**config.mk**
```make
export PLATFORM = sky130hd
export DESIGN_NAME = seg_scan_mux
export DESIGN_NICKNAME = d
export VERILOG_FILES = /design/src/rtl/seg_scan_mux.sv
export SDC_FILE = /design/constraint.sdc
export NUM_CORES = 1
export LEC_CHECK = 0
export CORE_MARGIN = 5
export CORE_UTILIZATION = 55
export CTS_CLUSTER_DIAMETER = 30
export DETAILED_ROUTE_END_ITERATION = 16
export PLACE_DENSITY_LB_ADDON = 0.05
export SYNTH_ARGS = -nofsm -noshare
export SYNTH_HDL_FRONTEND = slang
export SYNTH_SLANG_ARGS = --single-unit
```
**constraint.sdc**
```tcl
create_clock -name clock -period 3.8 [get_ports clock]
set_input_delay 0.57 -clock clock [delete_from_list [all_inputs] [get_ports clock]]
set_output_delay 0.57 -clock clock [all_outputs]
set_load 0.005 [all_outputs]
```
**src/rtl/seg_scan_mux.sv**
```systemverilog
// Four-digit common-anode hex scanner: shows a 16-bit frame value with leading-zero
// blanking, per-digit decimal points and an all-off gap between digits.
module seg_scan_mux #(
    parameter int PRESCALE   = 50000,
    parameter int GAP_CYCLES = 8
) (
    input  logic        clock,
    input  logic        reset,
    input  logic [15:0] value_in,
    input  logic        load,
    input  logic [3:0]  dp_in,
    input  logic        lz_blank,
    output logic [3:0]  ledSync,
    output logic [7:0]  ledOut,
    output logic        fsm_state
);

    // load is a single-cycle strobe with no back-pressure: value_in is taken on
    // every rising edge where load=1 and reset=0; there is no ready signal.

    typedef enum logic {SHOW = 1'b0, GAP = 1'b1} state_t;

    localparam int MAXC = (PRESCALE > GAP_CYCLES) ? PRESCALE : GAP_CYCLES;
    localparam int CW   = (MAXC > 1) ? $clog2(MAXC) : 1;
    localparam logic [CW-1:0] P_LAST = CW'(PRESCALE - 1);
    localparam logic [CW-1:0] G_LAST = (GAP_CYCLES > 0) ? CW'(GAP_CYCLES - 1) : '0;

    state_t        state, state_n;
    logic [CW-1:0] cnt, cnt_n;
    logic [1:0]    digit, digit_n;
    logic [15:0]   shadow, disp, disp_n;
    logic          advance, blank;
    logic [3:0]    nib;
    logic [6:0]    seg;
    logic [3:0]    sync_n;
    logic [7:0]    out_n;

    function automatic logic [6:0] hex7(input logic [3:0] n);
        case (n)
            4'h0: hex7 = 7'h40;
            4'h1: hex7 = 7'h79;
            4'h2: hex7 = 7'h24;
            4'h3: hex7 = 7'h30;
            4'h4: hex7 = 7'h19;
            4'h5: hex7 = 7'h12;
            4'h6: hex7 = 7'h02;
            4'h7: hex7 = 7'h78;
            4'h8: hex7 = 7'h00;
            4'h9: hex7 = 7'h10;
            4'hA: hex7 = 7'h08;
            4'hB: hex7 = 7'h03;
            4'hC: hex7 = 7'h46;
            4'hD: hex7 = 7'h21;
            4'hE: hex7 = 7'h06;
            default: hex7 = 7'h0E;
        endcase
    endfunction

    always_comb begin
        state_n = state;
        cnt_n   = cnt + 1'b1;
        advance = 1'b0;
        case (state)
            SHOW: begin
                if (cnt == P_LAST) begin
                    cnt_n = '0;
                    if (GAP_CYCLES > 0) state_n = GAP;
                    else                advance = 1'b1;
                end
            end
            default: begin
                if (cnt == G_LAST) begin
                    cnt_n   = '0;
                    advance = 1'b1;
                    state_n = SHOW;
                end
            end
        endcase
        digit_n = advance ? digit + 2'd1 : digit;

        // Frame boundary: a load in this very cycle bypasses the shadow register.
        disp_n = disp;
        if (advance && digit == 2'd3) disp_n = load ? value_in : shadow;

        // Outputs are computed from next-state values so they change on the entry edge.
        nib = disp_n[digit_n*4 +: 4];
        case (digit_n)
            2'd3:    blank = lz_blank && (disp_n[15:12] == 4'h0);
            2'd2:    blank = lz_blank && (disp_n[15:8]  == 8'h00);
            2'd1:    blank = lz_blank && (disp_n[15:4]  == 12'h000);
            default: blank = 1'b0;
        endcase
        seg = blank ? 7'h7F : hex7(nib);

        sync_n = 4'hF;
        out_n  = 8'hFF;
        if (state_n == SHOW) begin
            sync_n = ~(4'b0001 << digit_n);
            out_n  = {~dp_in[digit_n], seg};
        end
    end

    always_ff @(posedge clock) begin
        if (reset) begin
            state   <= SHOW;
            cnt     <= '0;
            digit   <= 2'd0;
            shadow  <= 16'h0000;
            disp    <= 16'h0000;
            ledSync <= 4'hF;
            ledOut  <= 8'hFF;
        end else begin
            state   <= state_n;
            cnt     <= cnt_n;
            digit   <= digit_n;
            disp    <= disp_n;
            ledSync <= sync_n;
            ledOut  <= out_n;
            if (load) shadow <= value_in;
        end
    end

    assign fsm_state = state;

endmodule

```
; ---- Yosys cells after proc, flatten, opt, wreduce, memory -nomap -nowiden
; Memory sizes are Yosys's and may differ from the RTL's. A register that Yosys moved wholly into a read port is not among the register bits.
; Cells that the tools add are included.
[op_classes]
eq_ne = 6
reduce_logical = 9
order_cmp = 1
shifts = 2
bitwise = 2
add_sub_neg = 2
n_mux = 14
[op_table]
columns = operator, count
row1 = 2-to-1 mux 16 bit, 5
row2 = adder 16 x 1 -> 16 bit (second input constant), 1
row3 = == test 16 bit (second input constant), 1
row4 = == test 16 x 3 -> 1 bit (second input constant), 1
row5 = variable part select 16 x 5 -> 4 bit, 1
row6 = logical NOT 12 bit, 1
row7 = logical NOT 8 bit, 1
row8 = == test 2 bit (second input constant), 3
row9 = 2-to-1 mux 1 bit, 6
row10 = logical AND 1 bit, 4
row11 = logical NOT 4 bit, 1
row12 = NOT 4 bit, 1
row13 = left shift 1 x 2 -> 4 bit (first input constant), 1
row14 = less-than comparator 2 x 3 -> 1 bit (second input constant), 1
row15 = one-hot mux 1 bit (3 select lines), 1
row16 = OR reduction 3 bit, 1
row17 = adder 2 x 1 -> 2 bit (second input constant), 1
row18 = binary-select mux 1 bit (select 2 bit), 1
row19 = == test 2 x 1 -> 1 bit (second input constant), 1
row20 = 2-to-1 mux 2 bit, 1
row21 = OR reduction 2 bit, 1
row22 = NOT 1 bit, 1
[totals]
n_memories = 1
rom_bits = 112
in_bits = 24
register_bits = 56
word_cells = 44
out_inout_bits = 13
[mem_list]
columns = name, words, word_bits, rd, rd_ports_with_merged_regs, write_ports, line
row1 = (name not given), 16, 7, 1, 1, 0, 39  ; case (n)

; ---- Longest topological paths before layout
[depth]
depth_word = 9
mapped_depth = 14
ltp_nobuf = 13

; ---- Worst setup path after synthesis
; OpenSTA, ideal clock, no wires.
[synth_path]
path_kind = flip-flop to flip-flop
start = register digit[0]
end = register ledOut[3]
synth_period_minus_slack_ns = 3.137
required_ns = 3.667
stages_incl_launch_ff = 14
arrival_ns = 3.004
path_buffers = 1
slack_ns = 0.663
setup_time_ns = 0.133
path_cell_list = dfxtp_1 -> ha_1 -> or4b_4 -> nor3_4 -> buf_6 -> mux2i_1 -> mux2i_1 -> o22ai_1 -> inv_1 -> ha_1 -> nand2_1 -> mux2i_1 -> nor4_1 -> o21ai_0
[synth_between]
elab_chain_len = 7
word_cells_on_any_way = 17
cone_classes = 1 x add/sub / 4 x eq/ne / 1 x shift / 3 x mux / 8 x reduce/logical
[synth_rtl]
columns = item, line
row1 = start: declaration, 30  ; logic [1:0] digit, digit_n;
row2 = start signal: assignment, 115  ; digit <= digit_n;
row3 = == test 2 bit, 83  ; if (advance && digit == 2'd3) disp_n = load ? value_in : shadow;
row4 = logical AND 1 bit, 83
row5 = 2-to-1 mux 16 bit, 83
row6 = "logical NOT 12 bit, or another cell as far along", 90  ; 2'd1: blank = lz_blank && (disp_n[15:4] == 12'h000);
row7 = "logical AND 1 bit, on equally long branches", "90, 88, 89"
row8 = one-hot mux 1 bit (3 select lines), 87  ; case (digit_n)
row9 = OR reduction 3 bit (no source line), -
row10 = end: declaration, 14  ; output logic [7:0] ledOut,
; Several ways; a longest one is shown, not always the timed one.
; A chain may end at the register's enable or synchronous reset.

; ---- Worst setup path after layout
[layout_path]
start = register digit[0]
end = register ledOut[0]
; The elaborated chain is that of the path after synthesis.

==> flow_metrics.tcl <==
set metrics [dict create \
    numCtsBuffers 9 \
    p_sw_share_pct 21.0 \
    synth-async-reset-ratio_pct 0 \
    syn2layout_area_growth_pct 21.7 \
    ys_top_cells_by_area "dfxtp_1, mux2i_1, mux2_2" \
    clock_path_buffers 2 \
    ant_nets 0 \
    grt_pass1_vias 2139 \
    vias_per_cell 5.33 \
    die_height_um 82.8 \
    grt-ovfl-total 0 \
    gp_congestion 0.828 \
    cts_hold_buf 0 \
    setup_viol 0 \
    cap_violations 0 \
    clk_pin_slew_ps 60 \
    p_clk_share_pct 42.9 \
    synth_top_cell_by_area "dfxtp_1" \
    p_leak_nw 1.40 \
    die-area_um2 6860 \
    synth_area_um2 2920 \
    final_cells 407 \
    cts_setup_buffers 0 \
    clock_skew_ps 8.02 \
    cellPowerDensity_nw_per_um2 381 \
    num_vias 2169 \
    drive_above_1_share_pct 15.1 \
    diodes 0 \
    post-route-period-util_pct 85.8 \
    grt_usage_pct 18.8 \
    fin_crit_ps 3260 \
    slew_violations 0 \
    ys_top_cells_by_count "dfxtp_1, nor2_1, mux2i_1" \
    critPathArrivalTime_ps 3510 \
    grt_pass1_wl_mm 10.4 \
    seqPwrFrac_pct 50.6 \
    tritoncts "built" \
    port_buffers 36 \
    syn_nets 326 \
    synth_top_area_share_pct 43.3 \
    layout.nets 368 \
    yosysMostFrequentCell "dfxtp_1" \
    htree_levels 3 \
    crit_path_end_kind "register" \
    dp_hpwl_mm 4.19 \
    synth_ff_type "dfxtp_1" \
    finalWirelength_mm 5.78 \
    grt_max_degree 29 \
    fin_tns_setup_ps 0 \
    worstMarginPinSlew_ps 1110 \
    ys_seq_area_share_pct 43.3 \
    hold_viol 0 \
    ctsResizeCount 0 \
    antenna_found_initial 0 \
    design.core.area_um2 5140 \
    drt_iter0_markers 102 \
    status "finished, final reports clean" \
    cts_root_buf "clkbuf_8" \
    p_int_w 0.00107 \
    rows 26 \
    ys_warn_count 0 \
    fillers 427 \
    firstDrtPassIters 4 \
    wire_per_inst_um 14.2 \
    timing.fmax_ghz 0.307 \
    cp_max_fo 16 \
    place_inst 392 \
    rsz0062_at_grt "no" \
    clock_sinks 63 \
    critPathRequiredTime_ps 4050 \
    io_pins 37 \
    die-width_um 82.8 \
    hp-class "reg -> reg" \
    netlist_instances 291 \
    relSlewSlack_pct 25.7 \
    synth_edf_count 0 \
    startpoint_type "register" \
    clk_latency_ps 340 \
    synth.distinct_cells 43 \
    vdd_drop_max_v 0.000307 \
    syn_avg_cell_area_um2 10.0 \
    remaining_drc_errors 0 \
    p_sw_w 0.000284 \
    ys_ff_latch 63 \
    worstSetupPathType "reg -> reg" \
    start_util_pct 56.7 \
    postLayoutCoreUtil_pct 69.0 \
    pwr-share-comb_pct 6.5 \
]
[area by class of cell]
class | instances | area [um^2] | share of cell area [%]
timing repair buffer | 42 | 405 | 11.4
clock buffer | 12 | 155 | 4.37
multi-input combinational | 210 | 1570 | 44.2
clock inverter | 3 | 42.5 | 1.20
sequential | 63 | 1260 | 35.6
tap | 70 | 87.6 | 2.47
inverter | 7 | 26.3 | 0.741
[sequential cells by signal, indices dropped and copies added, names as in the netlist]
register,cells
fsm_state,1
ledOut,8
cnt,16
digit,2
shadow,16
ledSync,4
disp,16
[path summary, 6_finish.rpt]
| path | start | end | slack, ps | cells past startpoint |
|---|---|---|---|---|
| max reg2reg | digit[0] | ledOut[0] | 540 | 12 |
| max | digit[0] | ledOut[0] | 540 | 12 |
| min reg2reg | cnt[0] | cnt[0] | 450 | 1 |
| min | cnt[0] | cnt[0] | 450 | 1 |
[critical path: stages (launching register included)]
cell,delay (ps)
dfxtp_1,380
ha_1,170
or4b_4,470
nor3_4,130
buf_4,300
mux2i_1,360
mux2i_1,120
mux2_2,350
inv_1,100
ha_1,270
nor2_1,80
a22o_1,230
o31ai_1,220
[through the flow]
step                setup slack (ps)  power (W)  area [um^2]  hold slack [ps]
floorplan                        663   0.000741         2920              413
global placement                 315   0.000784         3350              431
detailed placement               291   0.000786         3350              443
CTS                              522    0.00136         3550              451
global route                     265    0.00141         3550              474
finish                           538    0.00135         3550              447
[cell usage in the layout, fill, tap and decap left out, types with 2 or more instances in the layout]
cell type,count
nor4_1,3
xnor2_1,6
inv_1,6
clkbuf_8,11
nand2_1,17
nand4_1,6
mux2_4,3
nor3b_1,3
mux2i_1,28
dfxtp_1,63
ha_1,11
xor2_1,10
o211ai_1,2
o221ai_1,2
mux2_2,19
nor3_1,4
clkdlybuf4s50_1,36
and3_1,5
nand3_1,8
o21ai_0,2
nor2_1,46
nor2b_1,17
buf_4,6
[power by group through the flow]
| stage | combinational [W] | clock, W | sequential, W |
|---|---|---|---|
| finish | 0.0000873 | 0.000580 | 0.000683 |
| detailed placement | 0.0000880 | 0 | 0.000698 |
| global placement | 0.0000867 | 0 | 0.000697 |
| CTS | 0.0000885 | 0.000592 | 0.000683 |
| floorplan | 0.0000434 | 0 | 0.000697 |
| global route | 0.0000969 | 0.000626 | 0.000685 |
[metal layers]
layer	vias up	global-route usage, %	wire length, um
met3	15	4.16	182
li1	1085	-	-
met2	39	29.4	2660
met5	-	0	0
met1	1030	23.9	2770
met4	0	10.5	164
[kinds of logic (layout without fill, tap and decap cells)]
family          after synthesis  after routing  share of synthesized area, %
buf+inv                      18             64                          2.92
simple gates                117            117                          20.7
xor+xnor                     17             17                          5.36
mux                          51             51                          19.3
flops                        63             63                          43.3
compound gates               14             14                          3.73
fa+ha+maj                    11             11                          4.72
Power figures use the tool's default switching activity.
==> variant 1 (same settings) <==
Set the parameter `PRESCALE` to 200000 (it was 50000).
--- a/src/rtl/seg_scan_mux.sv
+++ b/src/rtl/seg_scan_mux.sv
@@ -1,7 +1,7 @@
 // Four-digit common-anode hex scanner: shows a 16-bit frame value with leading-zero
 // blanking, per-digit decimal points and an all-off gap between digits.
 module seg_scan_mux #(
-    parameter int PRESCALE   = 50000,
+    parameter int PRESCALE   = 200000,
     parameter int GAP_CYCLES = 8
 ) (
     input  logic        clock,
Behaviour: no difference found for any inputs over 10 cycles, from zero or initial values and one cycle with reset high; that may be too few to reach the edited logic, so the function may still have changed.
==> variant 1 against the unedited design <==
- area after synthesis rose by 5.2%
- power rose by 7.5%
- sequential power rose by 3.1%
- first-iteration DRC count rose by 15%
- via count rose by 4.4%
- sequential cell count rose by 2
- hold slack improved by 0.024 ns
- setup slack got worse by 0.11 ns
- routed wire length rose by 2.0%
- clock skew fell by 0.0030 ns
- fmax fell by 3.4%
- design area rose by 5.3%
- critical endpoint unchanged
- highest routed layer unchanged
==> variant 1: results <==
export IMPL_drive_above_1_share_pct=14.7
export IMPL_skew_ns=0.00498
export IMPL_synth_nets=348
export IMPL_grt_max_degree=37
export IMPL_crit_family="simple AND/OR/NAND/NOR gates"
export IMPL_num_vias=2264
export IMPL_muxShareOfSynthArea_pct=18.4
export IMPL_placed_area_sq_mm=0.00351
export IMPL_leakagePower_nw=1.62
export IMPL_ys_seq_area_share_pct=42.4
export IMPL_nets=390
export IMPL_synthTopCellsByCount="65 x dfxtp_1, 52 x nor2_1, 25 x mux2i_1, 17 x nor2b_1, 15 x mux2_2"
export IMPL_status="finished, final reports clean"
export IMPL_detailedPlacementHpwl_mm=4.36
export IMPL_reg_largest_list="cnt (18), disp (16), shadow (16)"
export IMPL_drt_total_wl_mm=5.89
export IMPL_place_gp_congestion=0.818
export IMPL_synthAdderAreaFrac_pct=4.49
export IMPL_synth_xor_area_share_pct=5.18
export IMPL_cp_slowest_cell="mux4_2"
export IMPL_slowest_delay_ns=0.56
export IMPL_synth_compound_area_share_pct=4.45
export IMPL_irDropWorstVdd_uv=290
export IMPL_path_max_fanout=9
export IMPL_drtIter0Drc=117
## variant 1: changes by cell type in the layout (fill, tap and decap cells not counted), sizes merged, moves of 5 or more
cell,delta
inv,+9
o21ai,+7
nor2,+6
xor2,-5
## variant 1: worst paths after layout
check	startpoint	end	slack, ns	cells after the start
hold reg to reg	cnt[0]	cnt[0]	0.47	1
setup / recovery	cnt[0]	ledOut[0]	0.42	12
setup reg to reg	cnt[0]	ledOut[0]	0.42	12
hold / removal	cnt[0]	cnt[0]	0.47	1
## variant 1: worst register-to-register path, cell delays in order, from the launching register on
cell and delay [ns]:
dfxtp_1 0.38, ha_1 0.21, and4bb_1 0.24, and3_1 0.18, nand3_1 0.35, buf_4 0.34, mux2i_1 0.16, mux4_2 0.56
inv_1 0.11, ha_1 0.25, nor2_1 0.07, a221o_1 0.34, o21ai_1 0.11
## variant 1: metal layers
metal  wire [um]  track usage [%]  part of all wire [%]
met1        2630             21.3                    45
met3         214             4.32                   3.6
met4         133             7.77                   2.3
met2        2910             29.5                    49
met5           0                0                     0
## variant 1: final cells by class
class                      count  area [sq um]
multi-input combinational    220          1640
clock buffer                  11           151
sequential                    65          1300
inverter                      16          62.6
tap                           72          90.1
clock inverter                 5          77.6
timing repair buffer          43           413
fill                         461          1740
## variant 1: report_power, final
part	internal [mW]	switching [mW]
sequential	0.698	0.00575
clock	0.403	0.257
combinational	0.0524	0.0347
total	1.15	0.297
## variant 1: kinds of logic (layout without fill, tap and decap cells)
kind of cell | after synthesis | count (layout)
and+or+nand+nor | 123 | 123
buffers and inverters | 28 | 75
muxes | 48 | 48
xor gates and xnor gates | 16 | 16
AOI/OAI and AO/OA | 22 | 22
DFF | 65 | 65
adders and majority gates | 11 | 11
## variant 1: stage by stage
stage	total power, mW	cells
finish	1.45	432
global route	1.50	432
CTS	1.47	432
detailed placement	0.807	416
global placement	0.807	416
floorplan	0.762	313
==> variant 2 (same flow settings) <==
Without the edit above. Remove the register `ledOut`: a continuous assignment takes its place, so the output `ledOut` follows one clock earlier.
--- a/src/rtl/seg_scan_mux.sv
+++ b/src/rtl/seg_scan_mux.sv
@@ -108,17 +108,17 @@
             shadow  <= 16'h0000;
             disp    <= 16'h0000;
             ledSync <= 4'hF;
-            ledOut  <= 8'hFF;
         end else begin
             state   <= state_n;
             cnt     <= cnt_n;
             digit   <= digit_n;
             disp    <= disp_n;
             ledSync <= sync_n;
-            ledOut  <= out_n;
             if (load) shadow <= value_in;
         end
     end
+
+    assign ledOut = out_n;
 
     assign fsm_state = state;
 
Check against the original RTL: not equivalent (a bounded check fails within 4 cycles, from zero or initial values and one cycle with reset high).
==> variant 2 against the unedited design <==
- the run now ends with setup timing left
- first-iteration DRC count increased by 48%
- routed wire length increased by 58%
- cell count increased by 21%
- area after synthesis decreased by 3.8%
- power decreased by 19%
- clock skew increased by 0.0063 ns
- sequential share of layout area decreased by 9.9 points
- register-to-register slack improved by 0.84 ns
- global-route usage increased by 7.0 points
- sequential cell count decreased by 8
- design area increased by 22%
- setup slack got worse by 1.0 ns
- clock power decreased by 28%
- critical endpoint is now ledOut[0]
- largest power group unchanged
- highest routed layer unchanged
==> variant 2: results <==
export IMPL_htreeDepth=2
export IMPL_n_fill_cell=259
export IMPL_grt_pass1_wl_mm=12.8
export IMPL_worst_skew_pair_late_latency_ns=0.32
export IMPL_synth_distinct_cells=47
export IMPL_r2r_start="cnt[0]"
export IMPL_track_usage_pct=25.8
export IMPL_grt_max_degree=37
export IMPL_first_pass_iters=4
export IMPL_antennaDiodeCount=0
export IMPL_path_max_fanout=5
export IMPL_detailedPlacementHpwl_mm=5.26
export IMPL_status="finished with violations"
export IMPL_drt_total_wl_mm=9.12
export IMPL_ys_seq_area_share_pct=39.3
export IMPL_setup_slack_ns=-0.499
export IMPL_setup_worst_path_start="digit[0]"
export IMPL_cp_slowest_cell="or4b_4"
export IMPL_hold_class="reg2reg"
export IMPL_synth_nets=333
export IMPL_via_per_inst=5.57
export IMPL_synthTopCellsByCount="55 x dfxtp_1, 50 x nor2_1, 22 x mux2i_1, 19 x mux2_2, 15 x nor2b_1"
export IMPL_synthTopCellsByArea="dfxtp_1 39%, mux2i_1 7.9%, mux2_2 7.6%"
export IMPL_ys_flop_type="dfxtp_1"
export IMPL_placed_area_sq_mm=0.00381
export IMPL_place_gp_congestion=0.921
export IMPL_worstPathArrival_ns=3.73
export IMPL_crit_family="compound AO/OA/AOI/OAI gates"
export IMPL_setup_viol=7
export IMPL_irDropWorstVdd_uv=274
export IMPL_num_vias=2744
export IMPL_syn_inst=297
export IMPL_dp_cells=463
export IMPL_cts_buffers=5
export IMPL_antenna_found_initial=0
export IMPL_drive_above_1_share_pct=40.4
export IMPL_leakagePower_nw=1.84
export IMPL_path_clk_slew_ns=0.11
export IMPL_max_slew_margin_rel_pct=25.4
export IMPL_violations="setup timing"
export IMPL_reg_largest_list="cnt (16), disp (16), shadow (16)"
export IMPL_cts_buffer_depth=2
export IMPL_async_reset_ff_share_pct=0
export IMPL_port_buffers=36
export IMPL_drtIter0Drc=151
export IMPL_p_sw_mw=0.244
export IMPL_skew_ns=0.0144
==> variant 2: cell types whose count changed after synthesis, sizes merged, moves of 4 or more <==
cell / unedited run / this run
a211o: 0 / 6
dfxtp: 63 / 55
mux2i: 28 / 23
nand2: 17 / 13
nand3: 8 / 12
nor2: 47 / 51
o21ai: 3 / 8
==> variant 2: metal layers <==
layer	vias up	share of wire, %	global-route usage (%)
met5	-	0	0
met2	109	51	48.0
met1	1310	38	28.0
met3	35	5.3	4.66
li1	1290	-	-
met4	0	5.3	12.2
==> variant 2: power groups by stage <==
stage,Sequential [mW],Clock [mW],Combinational [mW]
global placement,0.606,0,0.0782
detailed placement,0.607,0,0.0807
CTS,0.593,0.408,0.0826
finish,0.592,0.417,0.0867
floorplan,0.606,0,0.0402
global route,0.594,0.437,0.0927
==> variant 2: cell families after synthesis <==
logic type / after synthesis / synth area share, %
compound gates: 29 / 7.59
xor+xnor: 17 / 5.58
fa+ha+maj: 12 / 5.35
buf+inv: 17 / 2.41
flops: 55 / 39.3
mux: 43 / 17.1
simple gates: 124 / 22.7
==> variant 2: metrics by stage <==
stage          TNS [ns]  setup WS [ns]
6_report          -1.87         -0.499
5_1_grt           -2.87         -0.639
4_1_cts           -1.83         -0.333
3_5_place_dp      -1.97         -0.391
3_3_place_gp      -1.82         -0.319
2_1_floorplan  -0.00975       -0.00975
==> variant 2: timing repair <==
action / CTS / global route
cloned: 1 / 0
pin swaps: 14 / 8
resized for setup: 49 / 28
setup endpoints to repair: 7 / 8
endpoints found under the hold margin: 0 / 0
setup buffers: 15 / 9
==> variant 2: worst paths after layout <==
check,end,slack [ns],depth (start not counted)
worst max-delay path,ledOut[0],-0.50,15
worst min-delay path,cnt[0],0.45,1
worst max register to register,cnt[6],1.38,7
worst min register to register,cnt[0],0.45,1
==> variant 2: area by class of cell <==
| type | instances | area, sq um | area share [%] |
|---|---|---|---|
| multi-input cells | 225 | 1900 | 43.8 |
| flip-flops and latches | 55 | 1110 | 25.6 |
| repair buffers | 126 | 1080 | 24.9 |
| well taps | 70 | 87.6 | 2.03 |
| clock buffers | 6 | 82.6 | 1.91 |
| inverters | 9 | 36.3 | 0.839 |
| clock inverters | 2 | 35.0 | 0.810 |
